--- src/rtl/generic_beat_packer.sv ---
// Packs BEAT_WIDTH-bit input beats into one DATA_WIDTH-bit word with valid/ready on both sides.
// Optional build macro GENERIC_BEAT_PACKER_MSB_FIRST_EN places beat 0 in the top slot instead of the bottom slot.
module generic_beat_packer #(
    parameter int DATA_WIDTH = 2,
    parameter int BEAT_WIDTH = 1,
    localparam int N  = DATA_WIDTH / BEAT_WIDTH,
    localparam int CW = $clog2(N + 1)
) (
    input  logic                  i_clk,
    input  logic                  i_rst,
    input  logic                  i_valid,
    output logic                  o_ready,
    input  logic [BEAT_WIDTH-1:0] i_beat,
    input  logic                  i_last,
    output logic                  o_valid,
    input  logic                  i_ready,
    output logic [DATA_WIDTH-1:0] o_data,
    output logic [CW-1:0]         o_count,
    output logic                  o_last
);

    if (DATA_WIDTH < 1 || BEAT_WIDTH < 1 || (DATA_WIDTH % BEAT_WIDTH) != 0) begin : g_badParams
        $error("generic_beat_packer: DATA_WIDTH must be a positive integer multiple of BEAT_WIDTH");
    end

    logic [DATA_WIDTH-1:0] r_acc;
    logic [CW-1:0]         r_cnt;
    logic                  r_valid;
    logic [DATA_WIDTH-1:0] r_data;
    logic [CW-1:0]         r_count;
    logic                  r_last;

    logic                  w_ready;
    logic                  w_accept;
    logic                  w_complete;
    logic [CW-1:0]         w_slot;
    logic [DATA_WIDTH-1:0] w_word;

    // Ready depends only on the output register and downstream ready, never on i_valid/i_last.
    assign w_ready    = !r_valid || i_ready;
    assign w_accept   = i_valid && w_ready;
    assign w_complete = w_accept && ((r_cnt == CW'(N - 1)) || i_last);

`ifdef GENERIC_BEAT_PACKER_MSB_FIRST_EN
    assign w_slot = CW'(N - 1) - r_cnt;
`else
    assign w_slot = r_cnt;
`endif

    // Unfilled slots are already zero because the accumulator clears on every completed word.
    always_comb begin
        w_word = r_acc;
        for (int k = 0; k < N; k++) begin
            if (w_slot == CW'(k)) begin
                w_word[k*BEAT_WIDTH +: BEAT_WIDTH] = i_beat;
            end
        end
    end

    always_ff @(posedge i_clk or negedge i_rst) begin
        if (!i_rst) begin
            r_acc <= '0;
            r_cnt <= '0;
        end else if (w_complete) begin
            r_acc <= '0;
            r_cnt <= '0;
        end else if (w_accept) begin
            r_acc <= w_word;
            r_cnt <= r_cnt + 1'b1;
        end
    end

    // A completing beat overwrites the output register even while the previous word drains.
    always_ff @(posedge i_clk or negedge i_rst) begin
        if (!i_rst) begin
            r_valid <= 1'b0;
            r_data  <= '0;
            r_count <= '0;
            r_last  <= 1'b0;
        end else if (w_complete) begin
            r_valid <= 1'b1;
            r_data  <= w_word;
            r_count <= r_cnt + 1'b1;
            r_last  <= i_last;
        end else if (r_valid && i_ready) begin
            r_valid <= 1'b0;
        end
    end

    assign o_ready = w_ready;
    assign o_valid = r_valid;
    assign o_data  = r_data;
    assign o_count = r_count;
    assign o_last  = r_last;

endmodule

--- config.mk ---
export PLATFORM = sky130hd
export DESIGN_NAME = generic_beat_packer
export DESIGN_NICKNAME = d
export VERILOG_FILES = /design/src/rtl/generic_beat_packer.sv
export SDC_FILE = /design/constraint.sdc
export NUM_CORES = 1
export LEC_CHECK = 0
export CORE_AREA = 10 10 47 49
export CTS_CLUSTER_DIAMETER = 100
export DETAILED_ROUTE_END_ITERATION = 6
export DIE_AREA = 0 0 57 59
export PLACE_DENSITY_LB_ADDON = 0.05
export SLEW_MARGIN = 25
export SYNTH_ARGS = -nofsm -noshare
export SYNTH_HDL_FRONTEND = slang
export SYNTH_SLANG_ARGS = --single-unit
--- constraint.sdc ---
create_clock -name i_clk -period 3.35 [get_ports i_clk]
set_input_delay 0.67 -clock i_clk [delete_from_list [all_inputs] [get_ports i_clk]]
set_output_delay 0.67 -clock i_clk [all_outputs]
set_load 0.1 [all_outputs]
Word-level counts from Yosys, hierarchy flattened
Cells that the tools add are included.

word-level totals
  register bits after elaboration = 10
  input port bits = 6
  output and inout port bits = 7
  logic and storage cells = 25

operators by class
  add/sub/neg operators = 1
  equal/unequal tests = 1
  muxes and demuxes = 8
  reduce and logical (&&, ||, !) cells = 9

operator list
  kind                   number
  $mux W2                4
  $mux W1                4
  $reduce_bool A2 Y1     2
  $logic_and A1 B1 Y1    3
  $add A2 B1 Y2 const B  1
  $eq A2 B1 Y1 const B   1
  $logic_not A2 Y1       1
  $logic_or A1 B1 Y1     2
  $logic_not A1 Y1       1

Depth between registers and ports, before layout
Gate-level depths: netlist of run 1.

  depth in word-level cells = 5
  depth in mapped cells = 5
  gate-level depth less buffers = 5

Least setup slack after synthesis of run 1
Ideal clock, no wire load.

  kind = reg-to-output
  from = register r_valid, in the netlist o_valid
  to = output port o_ready
  arrival = 1.225 ns
  setup slack = 1.455 ns
  cell stages (with the launch flop) = 3
  cells stage by stage = dfrtp_1 -> nand2b_4 -> buf_8

on the way
  cells in the longest elaborated chain, start to end = 2

ends and longest elaborated chain
  element                 line  RTL
  start, declared         28    logic r_valid;
  start signal, assigned  76    r_valid <= 1'b0;
  start signal, assigned  81    r_valid <= 1'b1;
  start signal, assigned  86    r_valid <= 1'b0;
  $logic_not A1 Y1        40    assign w_ready = !r_valid || i_ready;
  $logic_or A1 B1 Y1      40
  end, declared           12    output logic o_ready,

Every way passes these cells.

Final worst setup path of run 1
  from = input port i_ready
  to = output port o_ready

on the way
  cells in the longest elaborated chain, start to end = 1

ends and longest elaborated chain
  element             line  RTL
  start, declared     16    input logic i_ready,
  $logic_or A1 B1 Y1  40

Every way passes these cells.

==> results of run 1 <==
==> cells by family (layout without fill, tap and decap cells) <==
family,Yosys count,in the layout,synth area share
AND/OR/NAND/NOR,9,9,0.147
flip-flops,10,10,0.508
buffers and inverters,4,19,0.0533
AO/OA/AOI/OAI,5,5,0.0762
multiplexers,6,6,0.165
adder cells (fa/ha/maj),2,2,0.0508
==> metrics by stage <==
step | instance area (sq um) | hold slack (ns)
6_report | 637 | 0.503
5_1_grt | 637 | 0.539
4_1_cts | 637 | 0.508
3_5_place_dp | 601 | 0.491
3_3_place_gp | 601 | 0.480
2_1_floorplan | 493 | 0.374
==> final cells by class <==
cell class,instances,share of cell area
Clock buffer,4,0.0570
Inverter,3,0.0177
Multi-Input combinational cell,22,0.340
Sequential cell,10,0.393
Tap cell,16,0.0314
Timing Repair Buffer,12,0.161
==> how the worst max path moves through the flow <==
stage	slack (ns)	from	end	depth (start not counted)
floorplan	1.46	o_valid	o_ready	2
global placement	1.09	i_ready	o_ready	3
detailed placement	1.07	i_ready	o_ready	3
CTS	1.07	i_ready	o_ready	3
global route	1.05	i_ready	o_ready	3
finish	1.08	i_ready	o_ready	3
==> state kept, by name, indices dropped and copies added, names as in the netlist <==
signal   flops
o_count      2
o_data       2
r_acc        2
r_cnt        2
o_last       1
o_valid      1
==> layout by cell type, fill, tap and decap left out, types with 2 or more instances in the layout <==
master / count
dfrtp_1: 10
buf_4: 7
clkdlybuf4s50_1: 5
mux2_4: 4
inv_1: 3
clkbuf_4: 3
nand2_1: 2
o21ai_0: 2
ha_1: 2
==> routing by layer <==
metal	share of wire	global-route usage
met4	0.0050	0.0503
met2	0.50	0.112
met1	0.43	0.0779
met3	0.074	0.0279
met5	0	0
==> worst reg2reg max path, stage by stage, from the launching register on <==
cell and delay, ns:
dfrtp_1 0.39, ha_1 0.24, nor2_1 0.20, nand3b_4 0.24, mux2_4 0.32
==> power by group through the flow <==
stage          Sequential (mW)  Combinational, mW  Clock (mW)
2_1_floorplan            0.357              0.101           0
3_3_place_gp             0.173              0.354           0
3_5_place_dp             0.175              0.353           0
4_1_cts                  0.173              0.355       0.115
5_1_grt                  0.180              0.369       0.124
6_report                 0.172              0.350       0.109
==> flow_metrics.tcl, run 1 <==
set metrics [dict create \
    post_cts_resized 0 \
    min_path_type "register to register" \
    cp.required_ns 2.68 \
    drt-wirelength-per-cell_um 15.0 \
    stdcell_count 67 \
    hold_depth 1 \
    seq_area_sq_um 250 \
    r2r_slack_ns 1.86 \
    p_leak_nw 0.322 \
    slowest_delay_ns 0.46 \
    drtPass1Iterations 2 \
    cts_hold_buf 0 \
    die_h_um 59 \
    relSlewSlack 0.692 \
    r2r_cells 4 \
    hpwlAfterDp_um 797 \
    insertion_delay_ns 0.27 \
    synth_ff_type "dfrtp_1" \
    path_class "primary input to output pin" \
    die_area_sq_mm 0.00336 \
    fin_util 0.454 \
    ys_async_sr_fraction 1.00 \
    timing.rr.start "r_cnt[0]" \
    fin_crit_sh 0.678 \
    ios 13 \
    avgSynthCellArea_sq_um 13.7 \
    r2r_end "o_data[1]" \
    post_cts_buffers 0 \
    antenna_found_initial 0 \
    yosysTopAreaCellShare 0.508 \
    drt_wl_total_um 1000 \
    n_antenna_cell 0 \
    grt_max_degree 11 \
    p_int_mw 0.316 \
    cts.path.max_buffers 2 \
    cts.sinks 10 \
    crit_path_start_kind "primary input" \
    synth.area.top_cells "dfrtp_1 51%, mux2_4 12%, ha_1 5.1%" \
    fmax_mhz 440 \
    path_delay_family "buffers and inverters" \
    fill_cells 143 \
    end_kind "output pin" \
    nets 60 \
    multiInputGateArea_sq_um 216 \
    syn_area_sq_um 493 \
    h-tree-depth 1 \
    syn-instance-count 36 \
    yosysSeqAreaShare 0.508 \
    pwr-share-seq 0.272 \
    slew_violations 0 \
    cp.buffers_inverters 2 \
    die-width_um 57 \
    peakVddDrop_mv 0.399 \
    pwr-share-comb 0.554 \
    drtIter0Drc 2 \
    dp_slack_ns 1.07 \
    synth_commonest_cells "10 x dfrtp_1, 4 x mux2_4, 3 x inv_1" \
    port_buffers 12 \
    yosysMostFrequentCell "dfrtp_1" \
    grt_pass1_wl_um 1870 \
    synth_seq_cells 10 \
    core_area_sq_mm 0.00140 \
    vias 323 \
    rows 14 \
    clk_pin_slew_ns 0.07 \
    fin_skew_ns 0.00499 \
    min_period_ns 2.27 \
    tns_ns 0 \
    cap_violations 0 \
    status "completed" \
    areaGrowthSynthToFinish_pct 29.2 \
    gp_congestion 0.775 \
    powerDensity_mw_per_mm2 992 \
    ys_warn_count 0 \
    p_clk_frac 0.173 \
    track_usage 0.0715 \
    crit_fanout 7 \
    hold_viol 0 \
    grt_setup_unrepaired "false" \
    cts_tree "built" \
    tightest_slew_ns 0.461 \
    whs_endpoint "o_last" \
    detail-route-antenna-nets 0 \
    drcViolationCount 0 \
    yosysTopAreaCell "dfrtp_1" \
    vias_per_cell 4.82 \
    fin_ws_ns 1.08 \
    grt_pass1_vias 392 \
    numCtsBuffers 3 \
    totalPowerFinal_mw 0.632 \
    p_switching_mw 0.315 \
    syn-num-nets 44 \
    swShare 0.499 \
    drive_gt1_frac 0.431 \
    worstPathArrival_ns 1.60 \
    critPathSlowestCell "clkdlybuf4s50_1" \
    root_buffer "clkbuf_4" \
    yosysUniqueCellTypes 19 \
    worstPathCellList "clkdlybuf4s50_1 > nand2b_4 > buf_4" \
    numPlacedInstances 63 \
    grt_overflow 0 \
    setup_viol 0 \
    synth_edf_count 0 \
    min_from "o_last" \
    initial_core_util 0.352 \
]
No activity file was read; power rests on OpenSTA's default activity.
==> run 2: changes to the inputs <==
Clock period 3.35 ns to 2.13 ns, I/O delays scaled along.
==> run 2 against run 1 <==
Core utilization is 0.89 points higher. Total power is 59% higher. Die area stayed put. Non-clock buffer count stayed put. Routed wire length is 0.40% higher. Global-route usage is 0.52 points lower. Clock skew is 0.0018 ns lower. Sequential power is 58% higher. Critical path type unchanged.
==> flow_metrics.tcl, run 2 (same netlist as run 1, synthesis figures left out) <==
set metrics [dict create \
    status "completed" \
    drtPass1Iterations 4 \
    hold_viol 0 \
    setup_viol 0 \
    crit_fanout 7 \
    nets 60 \
    fin_crit_sh 0.788 \
    vias_per_cell 4.99 \
    core_area_sq_mm 0.00140 \
    slowest_delay_ns 0.45 \
    crit_path_start_kind "primary input" \
    drt-wirelength-per-cell_um 15.0 \
    post_cts_resized 0 \
    drt_wl_total_um 1010 \
    p_leak_nw 0.328 \
    cts.sinks 10 \
    worstPathArrival_ns 1.25 \
    ios 13 \
    grt_pass1_wl_um 1720 \
    drtIter0Drc 9 \
    tns_ns 0 \
    grt_pass1_vias 358 \
    min_path_type "primary input to asynchronous set/reset pin" \
    fmax_mhz 596 \
    fin_util 0.463 \
    cp.required_ns 1.70 \
    die-width_um 57 \
    drive_gt1_frac 0.431 \
    stdcell_count 67 \
    post_cts_buffers 0 \
    layout_common_cells "10 x dfrtp_1, 6 x buf_4, 5 x clkdlybuf4s50_1" \
    critPathSlowestCell "clkdlybuf4s50_1" \
    slew_violations 0 \
    cap_violations 0 \
    detail-route-antenna-nets 0 \
    path_class "primary input to output pin" \
    powerDensity_mw_per_mm2 1540 \
    cp.buffers_inverters 2 \
    peakVddDrop_mv 0.595 \
    p_int_mw 0.504 \
    track_usage 0.0663 \
    use_met3 0.0322 \
    path_delay_family "buffers and inverters" \
    p_switching_mw 0.498 \
    busiest_layer "met2" \
    port_buffers 12 \
    antenna_found_initial 0 \
    numPlacedInstances 63 \
    r2r_cells 4 \
    cts_hold_buf 0 \
    cts_tree "built" \
    p_clk_frac 0.169 \
    cts.path.max_buffers 2 \
    rows 14 \
    grt_overflow 0 \
    end_kind "output pin" \
    vias 334 \
    hpwlAfterDp_um 799 \
    clk_pin_slew_ns 0.07 \
    pwr-share-comb 0.560 \
    root_buffer "clkbuf_4" \
    grt_max_degree 11 \
    min_period_ns 1.68 \
    grt_setup_unrepaired "false" \
    h-tree-depth 1 \
    worstPathCellList "clkdlybuf4s50_1 > nand2b_4 > buf_12" \
    initial_core_util 0.352 \
    relSlewSlack 0.698 \
    pwr-share-seq 0.271 \
    tightest_slew_ns 0.452 \
    n_antenna_cell 0 \
    fin_skew_ns 0.00322 \
    numCtsBuffers 3 \
    die_area_sq_mm 0.00336 \
    gp_congestion 0.761 \
    die_h_um 59 \
    insertion_delay_ns 0.26 \
    worstSetupPathDepth 3 \
    layout_commonest_cell "dfrtp_1" \
    swShare 0.497 \
    use_met2 0.0946 \
    areaGrowthSynthToFinish_pct 31.7 \
    met1_usage 0.0742 \
    drcViolationCount 0 \
]
-- run 2: area by class of cell --
cell class	count	area [sq um]
timing repair buffer	12	115
clock buffer	4	36.3
multi-input combinational	22	216
sequential	10	250
inverter	3	11.3
tap	16	20.0
fill	130	752
-- run 2: metrics by stage --
step	hold WS (ns)	worst slack (ns)	instance area, sq um	total power, mW
detailed placement	0.486	0.433	613	0.842
global placement	0.480	0.444	613	0.838
finish	0.475	0.452	649	1.00
global route	0.499	0.434	649	1.05
CTS	0.490	0.452	649	1.02
floorplan	0.130	0.342	493	0.721
-- run 2: routing by layer --
metal | share of wire | wire length [um]
met1 | 0.40 | 404
met2 | 0.47 | 475
met3 | 0.12 | 118
met4 | 0.0080 | 8
met5 | 0 | 0
-- run 2: path summary, 6_finish.rpt --
kind,from,end,slack (ns)
max,i_ready,o_ready,0.45
min,i_rst,r_cnt[1],0.48
max reg2reg,r_cnt[0],o_data[1],0.65
min reg2reg,r_acc[1],r_acc[1],0.50
min in group i_clk,r_acc[1],r_acc[1],0.50
max in group asynchronous,i_rst,o_data[1],1.34
-- run 2: power by group through the flow --
| stage | sequential, mW | combinational, mW | clock [mW] |
|---|---|---|---|
| after floorplan | 0.561 | 0.160 | 0 |
| after global placement | 0.275 | 0.563 | 0 |
| after detailed placement | 0.275 | 0.567 | 0 |
| after CTS | 0.273 | 0.568 | 0.177 |
| after global routing | 0.278 | 0.589 | 0.188 |
| final | 0.272 | 0.561 | 0.169 |
-- run 2: worst reg2reg max path: cells and delay by family (launching register included) --
kind | cells | cell delay, ns
adder cells (fa/ha/maj) | 1 | 0.25
multiplexers | 1 | 0.31
AND/OR/NAND/NOR | 2 | 0.43
flip-flops | 1 | 0.38
